===== src/rtl/dsp_seq_pkg.sv =====
// Shared constants and FSM state type for the DSP-slice MAC sequencer.
package dsp_seq_pkg;

    localparam int WORD_W = 17;

    // OPMODE encodings: P = M + C for a live word, P = 0 for a bubble
    localparam logic [6:0] OPMODE_MC   = 7'b0110101;
    localparam logic [6:0] OPMODE_ZERO = 7'b0000000;

    typedef enum logic [1:0] {
        IDLE,
        RUN,
        DRAIN,
        FLUSH
    } seq_state_t;

endpackage


===== src/rtl/dsp_mac_seq_if.sv =====
// Word stream interface of the MAC sequencer: operand input handshake and result output strobe.
interface dsp_mac_seq_if;
    import dsp_seq_pkg::*;

    logic              in_valid_i;
    logic              in_ready_o;
    logic [WORD_W-1:0] a_i;
    logic [WORD_W-1:0] t_i;
    logic              out_valid_o;
    logic [WORD_W-1:0] out_word_o;
    logic              out_last_o;

    modport master (
        output in_valid_i, a_i, t_i,
        input  in_ready_o, out_valid_o, out_word_o, out_last_o
    );

    modport slave (
        input  in_valid_i, a_i, t_i,
        output in_ready_o, out_valid_o, out_word_o, out_last_o
    );

endinterface


===== src/rtl/dsp_seq_delay.sv =====
// Parameterised shift register used to align control with the DSP slice pipeline; depth 0 is a wire.
module dsp_seq_delay #(
    parameter int DEPTH = 1,
    parameter int WIDTH = 1
) (
    input  logic             clk,
    input  logic             rst_n,
    input  logic [WIDTH-1:0] din,
    output logic [WIDTH-1:0] dout
);

    generate
        if (DEPTH == 0) begin : g_wire
            assign dout = din;
        end else begin : g_shift
            logic [WIDTH-1:0] stage [DEPTH];

            // Clearing on reset drops any in-flight tokens so nothing stale reaches the output
            always_ff @(posedge clk or negedge rst_n) begin
                if (!rst_n) begin
                    for (int i = 0; i < DEPTH; i++) begin
                        stage[i] <= '0;
                    end
                end else begin
                    stage[0] <= din;
                    for (int i = 1; i < DEPTH; i++) begin
                        stage[i] <= stage[i-1];
                    end
                end
            end

            assign dout = stage[DEPTH-1];
        end
    endgenerate

endmodule


===== src/rtl/dsp_mac_seq.sv =====
// Word-serial R = A*b + T sequencer that drives an external DSP slice and propagates the carry between words.
module dsp_mac_seq
    import dsp_seq_pkg::*;
#(
    parameter int ABREG = 1,
    parameter int MREG  = 1,
    parameter int CREG  = 1,
    parameter int S     = 4
) (
    input  logic                clock_i,
    input  logic                reset_n_i,
    input  logic                start_i,
    input  logic [WORD_W-1:0]   b_i,
    dsp_mac_seq_if.slave        io,
    output logic                busy_o,
    output logic [6:0]          dsp_OPMODE_o,
    output logic [WORD_W-1:0]   dsp_A_o,
    output logic [WORD_W-1:0]   dsp_B_o,
    output logic [2*WORD_W-1:0] dsp_C_o,
    output logic                dsp_CREG_en_o,
    input  logic [2*WORD_W-1:0] dsp_P_i
);

    localparam int DSP_REG_LEVEL = 1 + ABREG + MREG;
    localparam int C_DLY         = ABREG + MREG - CREG;
    localparam int OP_DLY        = ABREG + MREG - 1;
    localparam int CNT_W         = $clog2(S + 1);

    seq_state_t          state;
    logic [WORD_W-1:0]   b_q;
    logic [CNT_W-1:0]    in_cnt;
    logic [CNT_W-1:0]    out_cnt;
    logic [WORD_W-1:0]   carry;
    logic                out_valid_q;
    logic [WORD_W-1:0]   out_word_q;
    logic                out_last_q;
    logic                busy_q;

    logic                accept;
    logic                c_vld;
    logic [WORD_W-1:0]   c_t;
    logic                op_vld;
    logic                tok;
    logic [2*WORD_W-1:0] sum;

    assign accept = io.in_valid_i && (state == RUN);

    dsp_seq_delay #(.DEPTH(C_DLY), .WIDTH(WORD_W + 1)) u_c_dly (
        .clk  (clock_i),
        .rst_n(reset_n_i),
        .din  ({accept, io.t_i}),
        .dout ({c_vld, c_t})
    );

    dsp_seq_delay #(.DEPTH(OP_DLY), .WIDTH(1)) u_op_dly (
        .clk  (clock_i),
        .rst_n(reset_n_i),
        .din  (accept),
        .dout (op_vld)
    );

    // Token emerges exactly when dsp_P_i holds a_j*b + t_j for the matching word
    dsp_seq_delay #(.DEPTH(DSP_REG_LEVEL), .WIDTH(1)) u_tok_dly (
        .clk  (clock_i),
        .rst_n(reset_n_i),
        .din  (accept),
        .dout (tok)
    );

    assign dsp_A_o       = accept ? io.a_i : '0;
    assign dsp_B_o       = accept ? b_q : '0;
    assign dsp_CREG_en_o = c_vld;
    assign dsp_C_o       = c_vld ? {{WORD_W{1'b0}}, c_t} : '0;
    assign dsp_OPMODE_o  = op_vld ? OPMODE_MC : OPMODE_ZERO;

    assign sum = dsp_P_i + {{WORD_W{1'b0}}, carry};

    // Sequencer FSM with the carry chain and registered result stream
    always_ff @(posedge clock_i or negedge reset_n_i) begin
        if (!reset_n_i) begin
            state       <= IDLE;
            b_q         <= '0;
            in_cnt      <= '0;
            out_cnt     <= '0;
            carry       <= '0;
            out_valid_q <= 1'b0;
            out_word_q  <= '0;
            out_last_q  <= 1'b0;
            busy_q      <= 1'b0;
        end else begin
            out_valid_q <= 1'b0;
            out_last_q  <= 1'b0;
            if (tok) begin
                out_valid_q <= 1'b1;
                out_word_q  <= sum[WORD_W-1:0];
                carry       <= sum[2*WORD_W-1:WORD_W];
                out_cnt     <= out_cnt + CNT_W'(1);
            end
            case (state)
                IDLE: begin
                    busy_q <= 1'b0;
                    if (start_i) begin
                        b_q     <= b_i;
                        carry   <= '0;
                        in_cnt  <= '0;
                        out_cnt <= '0;
                        busy_q  <= 1'b1;
                        state   <= RUN;
                    end
                end
                RUN: begin
                    if (accept) begin
                        in_cnt <= in_cnt + CNT_W'(1);
                        if (in_cnt == CNT_W'(S - 1)) begin
                            state <= DRAIN;
                        end
                    end
                end
                DRAIN: begin
                    if (tok && (out_cnt == CNT_W'(S - 1))) begin
                        state <= FLUSH;
                    end
                end
                FLUSH: begin
                    // The top word is whatever carry remains after the last product word
                    out_valid_q <= 1'b1;
                    out_word_q  <= carry;
                    out_last_q  <= 1'b1;
                    state       <= IDLE;
                end
                default: state <= IDLE;
            endcase
        end
    end

    assign io.in_ready_o  = (state == RUN);
    assign io.out_valid_o = out_valid_q;
    assign io.out_word_o  = out_word_q;
    assign io.out_last_o  = out_last_q;
    assign busy_o         = busy_q;

endmodule


===== src/flat_wrapper.sv =====
// flat-port wrapper written by rule: the top's interface ports become plain ports
module dsp_mac_seq_flat import dsp_seq_pkg::*;
#(
    parameter int ABREG = 1,
    parameter int MREG  = 1,
    parameter int CREG  = 1,
    parameter int S     = 4
)
  (clock_i, reset_n_i, start_i, b_i, busy_o, dsp_OPMODE_o, dsp_A_o, dsp_B_o, dsp_C_o, dsp_CREG_en_o, dsp_P_i, io_in_valid_i, io_a_i, io_t_i, io_in_ready_o, io_out_valid_o, io_out_word_o, io_out_last_o);
  dsp_mac_seq_if io_i ();
  input  logic clock_i;
  input  logic reset_n_i;
  input  logic start_i;
  input  logic [WORD_W-1:0] b_i;
  output logic busy_o;
  output logic [6:0] dsp_OPMODE_o;
  output logic [WORD_W-1:0] dsp_A_o;
  output logic [WORD_W-1:0] dsp_B_o;
  output logic [2*WORD_W-1:0] dsp_C_o;
  output logic dsp_CREG_en_o;
  input  logic [2*WORD_W-1:0] dsp_P_i;
  input wire logic [$bits(io_i.in_valid_i)-1:0] io_in_valid_i;
  input wire logic [$bits(io_i.a_i)-1:0] io_a_i;
  input wire logic [$bits(io_i.t_i)-1:0] io_t_i;
  output wire logic [$bits(io_i.in_ready_o)-1:0] io_in_ready_o;
  output wire logic [$bits(io_i.out_valid_o)-1:0] io_out_valid_o;
  output wire logic [$bits(io_i.out_word_o)-1:0] io_out_word_o;
  output wire logic [$bits(io_i.out_last_o)-1:0] io_out_last_o;
  assign io_i.in_valid_i = io_in_valid_i;
  assign io_i.a_i = io_a_i;
  assign io_i.t_i = io_t_i;
  assign io_in_ready_o = io_i.in_ready_o;
  assign io_out_valid_o = io_i.out_valid_o;
  assign io_out_word_o = io_i.out_word_o;
  assign io_out_last_o = io_i.out_last_o;
  dsp_mac_seq #(.ABREG(ABREG), .MREG(MREG), .CREG(CREG), .S(S)) u_core (.clock_i(clock_i), .reset_n_i(reset_n_i), .start_i(start_i), .b_i(b_i), .io(io_i), .busy_o(busy_o), .dsp_OPMODE_o(dsp_OPMODE_o), .dsp_A_o(dsp_A_o), .dsp_B_o(dsp_B_o), .dsp_C_o(dsp_C_o), .dsp_CREG_en_o(dsp_CREG_en_o), .dsp_P_i(dsp_P_i));
endmodule

===== config.mk =====
export PLATFORM = sky130hd
export DESIGN_NAME = dsp_mac_seq_flat
export DESIGN_NICKNAME = d
export VERILOG_FILES = /design/src/rtl/dsp_seq_pkg.sv /design/src/rtl/dsp_mac_seq_if.sv /design/src/rtl/dsp_seq_delay.sv /design/src/rtl/dsp_mac_seq.sv /design/src/flat_wrapper.sv
export SDC_FILE = /design/constraint.sdc
export NUM_CORES = 1
export LEC_CHECK = 0
export ABC_AREA = 1
export CAP_MARGIN = 10
export CORE_MARGIN = 2
export CORE_UTILIZATION = 23
export CTS_CLUSTER_SIZE = 8
export DETAILED_ROUTE_END_ITERATION = 8
export GPL_ROUTABILITY_DRIVEN = 0
export GPL_TIMING_DRIVEN = 0
export PLACE_DENSITY = 0.51
export SETUP_SLACK_MARGIN = 0.4
export SYNTH_ARGS = -nofsm -noshare
export SYNTH_HDL_FRONTEND = slang
export SYNTH_HIERARCHICAL = 1
export SYNTH_SLANG_ARGS = --single-unit

===== constraint.sdc =====
create_clock -name clock_i -period 1.8 [get_ports clock_i]
set_input_delay 0.54 -clock clock_i [delete_from_list [all_inputs] [get_ports clock_i]]
set_output_delay 0.54 -clock clock_i [all_outputs]
set_load 0.03 [all_outputs]

### Yosys cells after proc, flatten, opt, wreduce, memory -nomap -nowiden

Cells that the tools add are included.

| storage, ports and cells | value |
|---|---|
| register bits after elaboration | 83 |
| bits of input ports | 89 |
| output and inout bits | 97 |
| word-level logic and storage cells | 57 |

| cells by class | value |
|---|---|
| add/sub/neg operators | 3 |
| eq/ne operators | 9 |
| muxes and demuxes | 24 |
| reductions and logical operators | 8 |

Operators by type and width:

| cell | count |
|---|---|
| $mux W17 | 8 |
| $add A34 B17 Y34 | 1 |
| $mux W3 | 5 |
| $mux W2 | 4 |
| $pmux W2 S4 | 1 |
| $add A3 B1 Y3 const B | 2 |
| $eq A3 B2 Y1 const B | 2 |
| $mux W6 | 1 |
| $ne A2 B1 Y1 const B | 3 |
| $pmux W3 S2 | 1 |
| $eq A2 B2 Y1 const B | 2 |
| $mux W1 | 4 |
| $reduce_and A4 Y1 | 1 |
| $reduce_bool A2 Y1 | 2 |
| $reduce_and A3 Y1 | 1 |
| $eq A2 B1 Y1 const B | 1 |
| $logic_and A1 B1 Y1 | 2 |
| $logic_not A2 Y1 | 1 |
| $ne A2 B2 Y1 const B | 1 |
| $reduce_and A2 Y1 | 1 |

### Depth between registers and ports, before layout

Gate-level depths: netlist of the first run.

| logic depth | value |
|---|---|
| depth in word-level cells | 4 |
| mapped depth | 14 |
| depth with buffers taken out | 14 |

### Hierarchy

Netlist of the first run, hierarchy kept.

By module, submodules not included:

| module | instances | cells each | area each (um^2) | sequential area each (um^2) |
|---|---|---|---|---|
| dsp_mac_seq | 1 | 796 | 5,088.6 | 1,551.5 |
| dsp_seq_delay at u_core.u_c_dly | 1 | 18 | 450.4 | 450.4 |
| dsp_seq_delay at u_core.u_tok_dly | 1 | 3 | 75.1 | 75.1 |
| dsp_seq_delay at u_core.u_op_dly | 1 | 1 | 25.0 | 25.0 |

### Worst setup path before layout of the first run

No wires, ideal clock.

| timing path | value |
|---|---|
| path kind | reg-to-output |
| start | reg u_core.state[1] |
| end | out dsp_A_o[10] |
| arrival | 1.705 ns |
| required time | 1.260 ns |
| path slack | -0.445 ns |
| stages on the path, launching flop included | 6 |
| path buffers | 1 |
| cells stage by stage | dfrtp_1 > inv_1 > ha_1 > nand2_1 > clkbuf_1 > nor2_1 |

| between the ends | value |
|---|---|
| cells in the longest elaborated chain, start to end | 3 |

RTL lines:

| element | line | text |
|---|---|---|
| start, declared | dsp_mac_seq.sv:29 | `seq_state_t state;` |
| start signal, assigned | dsp_mac_seq.sv:81 | `state <= IDLE;` |
| start signal, assigned | dsp_mac_seq.sv:108 | `state <= RUN;` |
| start signal, assigned | dsp_mac_seq.sv:115 | `state <= DRAIN;` |
| $eq A2 B1 Y1 | -- |  |
| via io_in_ready_o | flat_wrapper.sv:25 | `output wire logic [$bits(io_i.in_ready_o)-1:0] io_in_ready_o;` |
| $logic_and A1 B1 Y1 | dsp_mac_seq.sv:46 | `assign accept = io.in_valid_i && (state == RUN);` |
| $mux W17 | dsp_mac_seq.sv:70 | `assign dsp_A_o = accept ? io.a_i : '0;` |
| end, declared | flat_wrapper.sv:17 | `output logic [WORD_W-1:0] dsp_A_o;` |

The timed path passes the listed nets, and every way through them passes these cells.

### Worst setup path in the final report of the first run

| timing path | value |
|---|---|
| start | reg u_core.state[1] |
| end | out dsp_B_o[14] |

| between the ends | value |
|---|---|
| cells in the longest elaborated chain, start to end | 3 |

RTL lines:

| element | line | text |
|---|---|---|
| $eq A2 B1 Y1 | dsp_mac_seq.sv:46 |  |
| $logic_and A1 B1 Y1 | dsp_mac_seq.sv:46 |  |
| $mux W17 | dsp_mac_seq.sv:71 | `assign dsp_B_o = accept ? b_q : '0;` |
| end, declared | flat_wrapper.sv:18 | `output logic [WORD_W-1:0] dsp_B_o;` |

No other way between the ends.

==> results.txt, run 1 <==
The worst register-to-register path begins at u_core/carry[0]. The sum of overflow across all layers after global routing is 0. The worst hold slack across all endpoints is roughly 98 ps. The time the worst path needs with I/O delays and setup came out at 2140 ps. The longest clock path from root to sink contains 2 buffers. The data required time of the worst path came out at roughly 1300 ps. The final routed wirelength across all metal layers is between 20000 and 25000 um. In this run the worst setup path begins at u_core/state[1]. The count of maximum capacitance violations came out at 0.

The maximum fanout along the worst path came out at 6. The netlist uses 34 different library cells. The initial standard-cell utilization of the core came out at a little under a quarter. The mux contribution to synthesized area is 0%. The flow ran to the end, but the final reports show violations. The core area came out at 24200 um2.

The count of buffers inserted at the top-level ports is 165. A synthesized cell averages between 6 and 7 um2. The CTS clock-pin slew for the worst setup and hold paths is approximately 70 ps. Summing the areas of all fa, ha and maj instances in the mapped netlist gives 6.12% of the synthesized area. The min-delay analysis places its worst path in the category in2async.

The critical path is of the reg2out type. The half-perimeter wire length after placement is about 15000 um. The TritonCTS buffer count came out at 9.

The area of the mapped netlist is ~5600 um2. During I/O placement, the number of pins put on the boundary was ~190. The largest total area in the synthesized netlist belongs to dfrtp_1. TritonCTS built the clock tree.

The count of hold-fix buffers inserted at cts came out at 0. The standard cell area after detailed placement is approximately 8600 um2. The static leakage power is ~0.0053 uW. The number of antenna violations at the first check in global routing came out at 0. On the critical path, the stage with the largest delay is an instance of dfrtp_1. The end of the worst register-to-register path is u_core/carry[11]. Setup repair after global routing could not meet its margin everywhere. The number of filler cells placed in the layout came out at around 2400. Timing would allow up to 0.468 GHz. The CTS H-tree depth came out at 3. The nature of the critical path endpoint is a primary output. The number of endpoints failing setup at the final stage is between 60 and 70. For this run, design rule violations remaining after detail routing come to 0.

After detailed routing, the average wire length per cell comes to ~15 um. The data arrival time at the worst-slack endpoint came out at approximately 1600 ps. From synthesis to final layout, the design area changed by 90.5%. The final-report hold violation count is 0. The clock net in this run drives a total of between 80 and 90 sinks.

STA classifies the critical path startpoint as a flop. The share of the synthesized netlist area taken by xor and xnor gates came out at about 2.2%. The synthesized design contains 84 register bits. By area, the combinational part of the netlist is dominated by simple AND/OR/NAND/NOR gates.

The power per standard cell area is approximately 1400 nW/um2. The largest stage delay on the critical path came out at around 400 ps. After routing, the total negative slack on setup checks comes to -12850 ps.

The final reports fail on negative setup slack. The cell count after synthesis came out at 818. After synthesis, the share of flip-flops with an asynchronous set or reset is 100%.

Among all flip-flop cells after synthesis, the most frequent one is dfrtp_1. The wire length of the first global-routing pass came out at ~32000 um. The initial DRC count came out at ~290.

The number of warning messages in the yosys log is 6. The worst reg2reg path depth came out at 14. In this run, synthesis inferred 0 flip-flops with an integrated enable. The source-to-sink clock delay at the later pin of the worst-skew pair came out at 350 ps.

The area share of the largest cell type after synthesis is a little under two fifths. Summing all non-filler instances in the final layout gives an area of about 11000 um2. Across all layers, the routed design uses slightly below 6000 vias. The die covers around 26000 um2.

After synthesis, the cell types taking the most area are dfrtp_1 (37%), nand2_1 (14%), inv_1 (11%). The detailed-routing iteration count for the pre-antenna-repair pass came out at 4. The max-slew violation count is 0.

The number of cell rows came out at 57. The final antenna-violating net count is 0. The highest ir drop seen on vdd is roughly 0.51 mV. The x dimension of the die is about 160 um. After layout, the worst path uses 119% of the clock period.

The part of the Yosys area used for sequential elements came out at between 30% and 40%. The worst setup skew after layout is around 9 ps. In the final design database the tool counted ~1200 nets. CTS placed an instance of clkbuf_16 at the clock tree root. The simple-gate area share of the yosys netlist came out at between 30% and 40%. The largest net degree at the start of global routing is 64. The number of antenna repair diodes came out at 0. Walking the worst path, the cells encountered are inv_2 > ha_4 > nand2_8 > clkbuf_16 > nor2_4 > buf_6. The worst setup margin came out at -336 ps. The fraction of the mapped netlist area in compound gates is approximately 8.3%.

The average via count per standard cell came out at ~4.2. The all-layer global routing usage is roughly 16%. For flop-to-flop paths, the worst setup slack is -150 ps. The chip height came out at about 160 um.

The via count of the first global-routing pass came to a little under 6000. The fraction of layout instances using a drive strength above 1 is about 45%.
layout by cell type (no fill, tap or decap), types with 22 or more instances in the layout:
| cell | n |
|---|---|
| nor2_4 | 54 |
| buf_4 | 84 |
| clkdlybuf4s50_1 | 60 |
| inv_1 | 131 |
| buf_6 | 86 |
| nand3_2 | 22 |
| nand2_2 | 47 |
| nand2_4 | 39 |
| nand2_1 | 130 |
| dfrtp_1 | 79 |
| nor2_1 | 56 |
worst max-delay path, delay by kind of cell, from the launching register on:
family	cells	cell delay [ps]
fa+ha+maj	1	190
buf+inv	3	430
flops	1	400
simple gates	2	210
report_power, final:
| part | internal (uW) | switching [uW] |
|---|---|---|
| logic | 4760 | 5580 |
| registers | 2580 | 490 |
| clock network | 1100 | 882 |
through the flow:
step                instances  setup WS, ps  utilization, %  total power (uW)
floorplan                 837         -99.1               -              7980
global placement         1326         -3570            35.5             10200
detailed placement       1327         -1110            35.6             10300
CTS                      1399          -328            42.0             14600
global route             1419          -383            44.4             16400
finish                   1419          -336            44.4             15400
registers in the layout, indices dropped and copies added, names as in the netlist, 2 cells and up:
register	count
u_core/io.out_word_o	17
u_core/carry	17
u_core/out_cnt	3
u_core/b_q	17
u_core/u_c_dly/dout	18
u_core/state	2
u_core/in_cnt	3
u_core/u_tok_dly/g_shift.stage	2
logic make-up after synthesis:
logic type,count (synthesis)
adder cells (fa/ha/maj),27
AO/OA/AOI/OAI,81
XOR/XNOR,14
flip-flops,84
AND/OR/NAND/NOR,404
other,1
buffers and inverters,207
timing repair:
action | in CTS | in global routing
buffers inserted | 50 | 19
pin swaps | 71 | 70
gates resized for setup | 748 | 119
gates cloned | 6 | 1
setup endpoints to repair | 136 | 136
worst max path at each step:
stage | endpoint | slack [ps] | depth (start not counted)
floorplan | u_core/carry[3] | -100 | 14
global placement | u_core/u_c_dly/dout[17] | -3570 | 1
detailed placement | dsp_B_o[15] | -1110 | 5
CTS | dsp_B_o[4] | -330 | 6
global route | dsp_B_o[15] | -380 | 6
finish | dsp_B_o[14] | -340 | 6
routing by layer:
layer | routed length, um | vias up | track usage [%]
met4 | 451 | 0 | 4.30
met1 | 9060 | 2755 | 20.8
met5 | 0 | - | 0
li1 | - | 2990 | -
met2 | 10200 | 180 | 27.3
met3 | 1230 | 25 | 3.02
cells in the mapped netlist (2+ instances only):
master    number
a211oi_1       2
a21oi_1       13
a22oi_1       11
buf_2          5
buf_4         24
clkbuf_1      13
dfrtp_1       84
ha_1          26
inv_1        164
nand2_1      212
nand2_2       14
nand3_1       42
nand3_2        6
nand4_1        3
nor2_1       104
nor2_2        13
nor3_1         2
nor3_2         2
o211ai_1       5
o21ai_0       32
o21ai_1       12
o21bai_1       3
or2_1          2
xnor2_1       14
layout make-up:
cell class                      instances  area (um2)  share of cell area [%]
Buffer                                 43         485                    4.52
Timing Repair Buffer                  241        2440                    22.8
Inverter                              164         668                    6.22
Clock buffer                            9         225                    2.10
Sequential cell                        84        2110                    19.6
Clock inverter                          7        83.8                   0.781
Tap cell                              324         405                    3.77
Multi-Input combinational cell        547        4320                    40.2
Power figures use the tool's default switching activity.
==> inputs of run 2 (changes only) <==
--- a/config.mk
+++ b/config.mk
@@ -14,6 +14,7 @@
 export GPL_ROUTABILITY_DRIVEN = 0
 export GPL_TIMING_DRIVEN = 0
 export PLACE_DENSITY = 0.51
+export RECOVER_POWER = 50
 export SETUP_SLACK_MARGIN = 0.4
 export SYNTH_ARGS = -nofsm -noshare
 export SYNTH_HDL_FRONTEND = slang
==> run 2 against run 1 <==
- worst hold slack better by 260 ps
- critical path depth unchanged
- non-clock buffer count unchanged
- register-to-register slack about the same
- critical path type unchanged
- combinational power about the same
- sequential cell count unchanged
- critical endpoint unchanged
- the flow finishes with violations (max-capacitance violations, max-slew violations, negative setup slack)
- sequential power about the same
- largest cell class unchanged
==> results.txt, run 2 (same netlist as run 1, synthesis figures left out) <==
Registers take 2110 um2. The run finished, with violations left. The number of cells on the worst hold path came out at 0. The source-to-sink clock delay at the later pin of the worst-skew pair is 350 ps. TritonCTS built the clock tree.

The initial DRC count came out at around 280. The deepest clock path buffer count is 2. The startpoint identified for the worst hold timing path is u_core/u_tok_dly/g_shift.stage[2]. The checks that failed: max-capacitance violations, max-slew violations, negative setup slack. The x dimension of the die is 161 um. At the pin with the least slew margin, the transition time is ~1500 ps.

The sum of buffers and inverters on the critical path is 3. The kind of critical path is reg2out. The area of the multi-input gates is between 4000 and 5000 um2.

The number of flip-flops in the largest register is 18. In this run the remaining antenna-violating nets after routing total 0. The clock root buffer is clkbuf_16.

The worst setup margin is -336 ps. For this run, the slowest stage of the critical path takes ~400 ps. The via count of the first global-routing pass is roughly 5800. The count of maximum capacitance violations came out at 1. The capture point of the critical path is dsp_B_o[14]. The average via count per standard cell is roughly 4.2.

Across all hold checks on the routed design, the worst slack comes to roughly 360 ps. On the final layout, the worst clock skew is around 9 ps. The number of vias after detailed routing is 5947.

The fraction of layout instances using a drive strength above 1 is around 45%. The power per standard cell area came out at between 1000 and 1500 nW/um2. The core area came out at 24200 um2.

The CTS H-tree depth came out at 3. The met2 usage in global routing came out at between 20 and 30%. For this design, the slowest cell found on the critical path is dfrtp_1.

The maximum fanout along the worst path came out at 6. The TritonCTS buffer count came out at 9. The all-layer global routing usage came out at about 16%.

The global routing stage identified its most utilized layer as met2. Clock tree synthesis found a total of 84 sinks. The final net count is approximately 1200. The CTS clock-pin slew for the worst setup and hold paths came out at about 70 ps. The path class of the tightest hold or removal check is reg2reg. The commonest non-fill, non-tap cell in the layout is inv_1. Summed over all cells, the static leakage comes to ~0.0053 uW. The sum of overflow across all layers after global routing came out at 0. The number of antenna violations at the first check in global routing is 1. For met1 alone, demand over resource in global routing was a little over a fifth. The standard cell area after detailed placement came out at approximately 8600 um2. The worst setup path is launched from a flop. The area added between synthesis and finish is 90.4%.

The final routed wirelength across all metal layers came out at 21000 um. The max-slew violation count is 21. The initial utilization of the core area, before any placement, comes to 23.3%. The detailed-routing iteration count for the pre-antenna-repair pass is 4.

In this run the worst setup path begins at u_core/state[1]. The average routed wire per standard cell is approximately 15 um. In this design, the largest share of critical-path delay is due to buffers and inverters.

The overall die area came out at between 20000 and 30000 um2. Setup violations remaining at the end of the flow were counted as slightly above 60. The largest net degree at the start of global routing came out at between 60 and 70. The internal reg-to-reg setup slack is -150 ps. The number of cell rows came out at 57. The max-slew headroom at the worst pin is -0.362%.

The ratio of final minimum period to clock period is 119%. The time the worst path needs with I/O delays and setup came out at about 2100 ps. IR analysis of the VDD net gives a maximum drop of between 0.5 and 0.6 mV. Fill cells in the final layout number ~2400. For the worst flop-to-flop path, the logic depth is 14. The chip height came out at around 160 um. The final design area excluding fillers came out at 10700 um2. The count of buffers inserted at the top-level ports is 165.

STA puts the critical path data required time at 1260 ps. The wire length of the first global-routing pass came out at 31900 um. The data arrival time at the worst-slack endpoint came out at around 1600 ps. Once detailed placement completed, the half-perimeter wirelength came to between 15000 and 20000 um. In this run the critical register-to-register path is captured at u_core/carry[11].

The global-route track usage on met3 is roughly 3%. The count of boundary I/O pins came out at around 190. The timing-limited maximum frequency came out at roughly 0.47 GHz. The overall power of the completed layout is roughly 15000 uW. The critical path crosses 6 cells after its start point. In this run the critical register-to-register path is launched from u_core/carry[0].

STA classifies the critical path endpoint as a primary output. The DRC violation count after routing came out at 0. The final-report hold violation count came out at 0.

The signal on the critical path passes through inv_2 > ha_4 > nand2_8 > clkbuf_16 > nor2_4 > buf_6. Setup repair after global routing could not meet its margin everywhere. In the layout the commonest cells are inv_1 (131), nand2_1 (130), buf_6 (86), buf_4 (83), dfrtp_1 (79).
[run 2: cell count changes in the layout (fill, tap and decap cells not counted)]
| cell | delta |
|---|---|
| clkdlybuf4s50_1 | -17 |
| dlygate4sd3_1 | +17 |
| buf_4 | -1 |
| clkbuf_1 | +1 |
| diode_2 | +1 |
[run 2: stage by stage]
stage / setup TNS [ps] / worst slack, ps / utilization, % / cells
after detailed placement: -64280 / -1110 / 35.6 / 1327
after global routing: -17290 / -383 / 44.4 / 1419
final: -12870 / -336 / 44.4 / 1420
after floorplan: -576 / -99.1 / - / 837
after global placement: -335050 / -3570 / 35.5 / 1326
after CTS: -13770 / -328 / 42.0 / 1399
[run 2: per-layer routing]
layer / wire length, um / part of all wire, %
met1: 9110 / 43
met2: 10200 / 49
met3: 1190 / 5.7
met4: 451 / 2.2
met5: 0 / 0
[run 2: report_power, final]
group / switching, uW / internal (uW)
Sequential: 490 / 2580
Combinational: 5580 / 4750
Clock: 884 / 1100
[run 2: worst reg2reg max path, cell delays in order (launching register included)]
cell	delay, ps
dfrtp_1	410
ha_4	180
fa_2	360
nand2_2	90
nand2_4	80
nand3_4	100
nand2_8	80
nand2_4	100
nand2_4	70
nand2_2	70
nand2_1	50
nand2_1	70
nand3_2	80
nand2_1	70
inv_1	30
[run 2: what timing repair did]
| action | CTS | global route |
|---|---|---|
| hold endpoints to repair | 0 | 0 |
| setup buffers | 50 | 19 |
| pin swaps | 71 | 70 |
| hold buffers | 0 | 0 |
| setup endpoints to repair | 136 | 136 |
| cloned | 6 | 1 |
| gates resized for setup | 748 | 119 |
[run 2: how the worst min path moves through the flow]
| stage | end | slack, ps |
|---|---|---|
| global route | u_core/u_tok_dly/g_shift.stage[1] | 370 |
| CTS | u_core/io.out_word_o[5] | 100 |
| finish | u_core/u_tok_dly/g_shift.stage[1] | 360 |
| global placement | u_core/u_tok_dly/dout | 340 |
| floorplan | u_core/b_q[0] | 240 |
| detailed placement | u_core/u_tok_dly/g_shift.stage[1] | 340 |
[run 2: area by class of cell]
cell class	count	share of cell area, %
multi-input cells	547	40.2
diodes	1	0.0233
clock inverters	7	0.781
clock buffers	9	2.10
repair buffers	241	22.7
inverters	164	6.22
flip-flops and latches	84	19.6
plain buffers	43	4.52
well taps	324	3.77
==> inputs of run 3 (changes only) <==
--- a/config.mk
+++ b/config.mk
@@ -13,7 +13,6 @@
 export DETAILED_ROUTE_END_ITERATION = 8
 export GPL_ROUTABILITY_DRIVEN = 0
 export GPL_TIMING_DRIVEN = 0
-export PLACE_DENSITY = 0.51
 export RECOVER_POWER = 50
 export SETUP_SLACK_MARGIN = 0.4
 export SYNTH_ARGS = -nofsm -noshare
==> run 3 against run 2 <==
- via count grew 3.2%
- the flow finishes with violations (negative setup slack)
- sequential power is essentially flat
- sequential share of layout area shrank 0.54 points
- first-iteration DRC count grew 4.9%
- register-to-register slack is essentially flat
- cell count grew 1.7%
- global-route usage shrank 0.30 points
- maximum frequency grew 1.2%
- largest power group unchanged
- power grew 3.3%
- largest cell class unchanged
==> results.txt, run 3 (same netlist as run 1, synthesis figures left out) <==
The tool flagged a number of max-cap violations equal to 0. The fraction of layout instances using a drive strength above 1 is just under 50%. The detailed-routing iteration count for the pre-antenna-repair pass came out at 4.

The number of vias after detailed routing is 6135. The data arrival time at the worst-slack endpoint is roughly 1600 ps. In this run the vertical extent of the chip is 161 um. TritonCTS built the clock tree. The die covers ~26000 um2. The initial utilization of the core area, before any placement, comes to a little under a quarter. The max-slew violation count came out at 0.

The highest ir drop seen on vdd came out at approximately 0.53 mV. In this run the cell area measured after placement is about 8600 um2. The data required time of the worst path is about 1300 ps. The ratio of final minimum period to clock period came out at 117%.

The clock drives 84 sinks. The number of antenna repair diodes is 0. The DRC violation count after routing came out at 0. The number of endpoints failing setup at the final stage is 67.

The worst setup skew after layout is around 8.4 ps. After detailed routing, the number of vias per cell comes to 4.25. The final net count came out at 1231.

Setup repair after global routing could not meet its margin everywhere. The category of the worst setup path launch point is a flop. The count of hold-fix buffers inserted at cts is 0. The initial DRC count is around 300. The tree is rooted in a clkbuf_16. Leaving out fill and tap cells, the most frequent cell in the layout is inv_1. During I/O placement, the number of pins put on the boundary was roughly 190. The checks that failed: negative setup slack. At the later pin of the worst-skew pair, clock insertion delay measures 350 ps. The via count of the first global-routing pass came out at between 5000 and 6000.

Along the worst path, the maximum fanout reaches 6. The sum of overflow across all layers after global routing is 0. In the layout the commonest cells are inv_1 (129), nand2_1 (113), buf_6 (101), buf_4 (89), dfrtp_1 (81). The count of buffers inserted at the top-level ports is ~170.

The average routed wire per standard cell came out at approximately 15 um. The kind of critical path is reg2out. Global routing used 15.7% of the available tracks. The flow ran to the end, but the final reports show violations. The worst setup margin is -311 ps. The count of nets left with antenna violations once routing finished came out at 0. The total area inside the core boundary comes to about 24000 um2. The CTS clock-pin slew for the worst setup and hold paths came out at 70 ps.

The number of flip-flops in the largest register came out at 18. The nature of the critical path endpoint is a primary output. The TritonCTS buffer count came out at 9.

The CTS H-tree depth came out at 3. The worst hold slack across all endpoints came out at between 300 and 400 ps. In this run the power density over the cells is about 1400 nW/um2. For the pin with the worst max-slew slack, the measured transition is between 1000 and 1500 ps. The type of the tightest min-delay check is reg2reg.

In this run the deepest clock path goes through 2 buffers. Based on the critical path, the design can be clocked at up to around 0.47 GHz. The static leakage power came out at approximately 0.0055 uW. The number of filler cells placed in the layout is around 2300. After floorplanning, the core was divided into 57 placement rows.

The number of antenna violations at the first check in global routing came to 1. The wire length of the first global-routing pass came out at roughly 32000 um. The time the worst path needs with I/O delays and setup came out at 2110 ps. The area added between synthesis and finish came out at 95.6%. The final routed wirelength across all metal layers is between 20000 and 25000 um. The area of the multi-input gates came out at around 4400 um2. The die is 161 um wide. The final design area excluding fillers is between 10000 and 15000 um2.

The final-report hold violation count is 0. Entering global routing, the biggest net connects 47 pins. The half-perimeter wire length after placement came out at approximately 15000 um. The footprint of the flip-flops and latches is ~2100 um2. The max-slew headroom at the worst pin came out at between 20 and 30%.
-- run 3: cell types whose count changed in the layout (fill, tap and decap cells not counted), moves of 5 or more --
cell | previous run | this run
dlygate4sd2_1 | 10 | 17
o21ai_0 | 19 | 6
nor2_4 | 54 | 49
nor2_2 | 8 | 16
buf_6 | 86 | 101
nand2_2 | 47 | 64
nand2_1 | 130 | 113
buf_4 | 83 | 89
o21ai_1 | 20 | 32
-- run 3: area by class of cell --
cell class / count / area share [%]
multi-input combinational: 547 / 39.5
timing repair buffer: 266 / 24.7
sequential: 84 / 19.1
inverter: 164 / 6.03
buffer: 43 / 4.24
tap: 324 / 3.67
clock buffer: 10 / 2.17
clock inverter: 6 / 0.646
-- run 3: power breakdown --
part | leakage, uW | internal (uW) | total [uW] | switching (uW)
sequential | 0.00104 | 2570 | 3060 | 485
clock | 0.000146 | 1130 | 1960 | 829
combinational | 0.00433 | 5120 | 10900 | 5760
total | 0.00552 | 8820 | 15900 | 7070
-- run 3: worst paths after layout --
kind / cells past startpoint / start / slack, ps / to
max in group asynchronous: 2 / reset_n_i / 210 / u_core/u_c_dly/dout[17]
min in group asynchronous: 1 / reset_n_i / 360 / u_core/b_q[2]
worst min register to register: 0 / u_core/u_tok_dly/g_shift.stage[1] / 350 / u_core/u_tok_dly/dout
worst max register to register: 14 / u_core/carry[0] / -140 / u_core/carry[3]
worst max-delay path: 6 / u_core/state[1] / -310 / dsp_B_o[15]
worst min-delay path: 0 / u_core/u_tok_dly/g_shift.stage[1] / 350 / u_core/u_tok_dly/dout
-- run 3: metrics by stage --
stage	power [uW]	setup slack (ps)	TNS, ps	utilization (%)	cells
6_report	15900	-311	-12370	45.6	1444
3_5_place_dp	10200	-1100	-63320	35.6	1327
5_1_grt	16900	-364	-20750	45.6	1444
2_1_floorplan	7980	-99.1	-576	-	837
4_1_cts	14600	-296	-11980	42.4	1407
3_3_place_gp	10100	-3520	-328620	35.5	1326
-- run 3: worst max-delay path, stage by stage (launching register included) --
cell	delay, ps
dfrtp_1	410
inv_2	90
ha_4	180
nand2_8	100
clkbuf_16	210
nor2_4	90
buf_6	140
-- run 3: metal layers --
metal	GRT usage [%]	vias to the layer above	share of wire, %
met5	0	-	0
met4	5.12	0	1.9
met3	2.63	30	5.2
li1	-	3034	-
met2	27.5	195	50
met1	19.7	2876	43
-- run 3: timing repair --
action / 4_1_cts / 5_1_grt
setup endpoints to repair: 136 / 135
buffers inserted: 58 / 33
cloned: 6 / 4
pin swaps: 77 / 78
resized for setup: 778 / 139
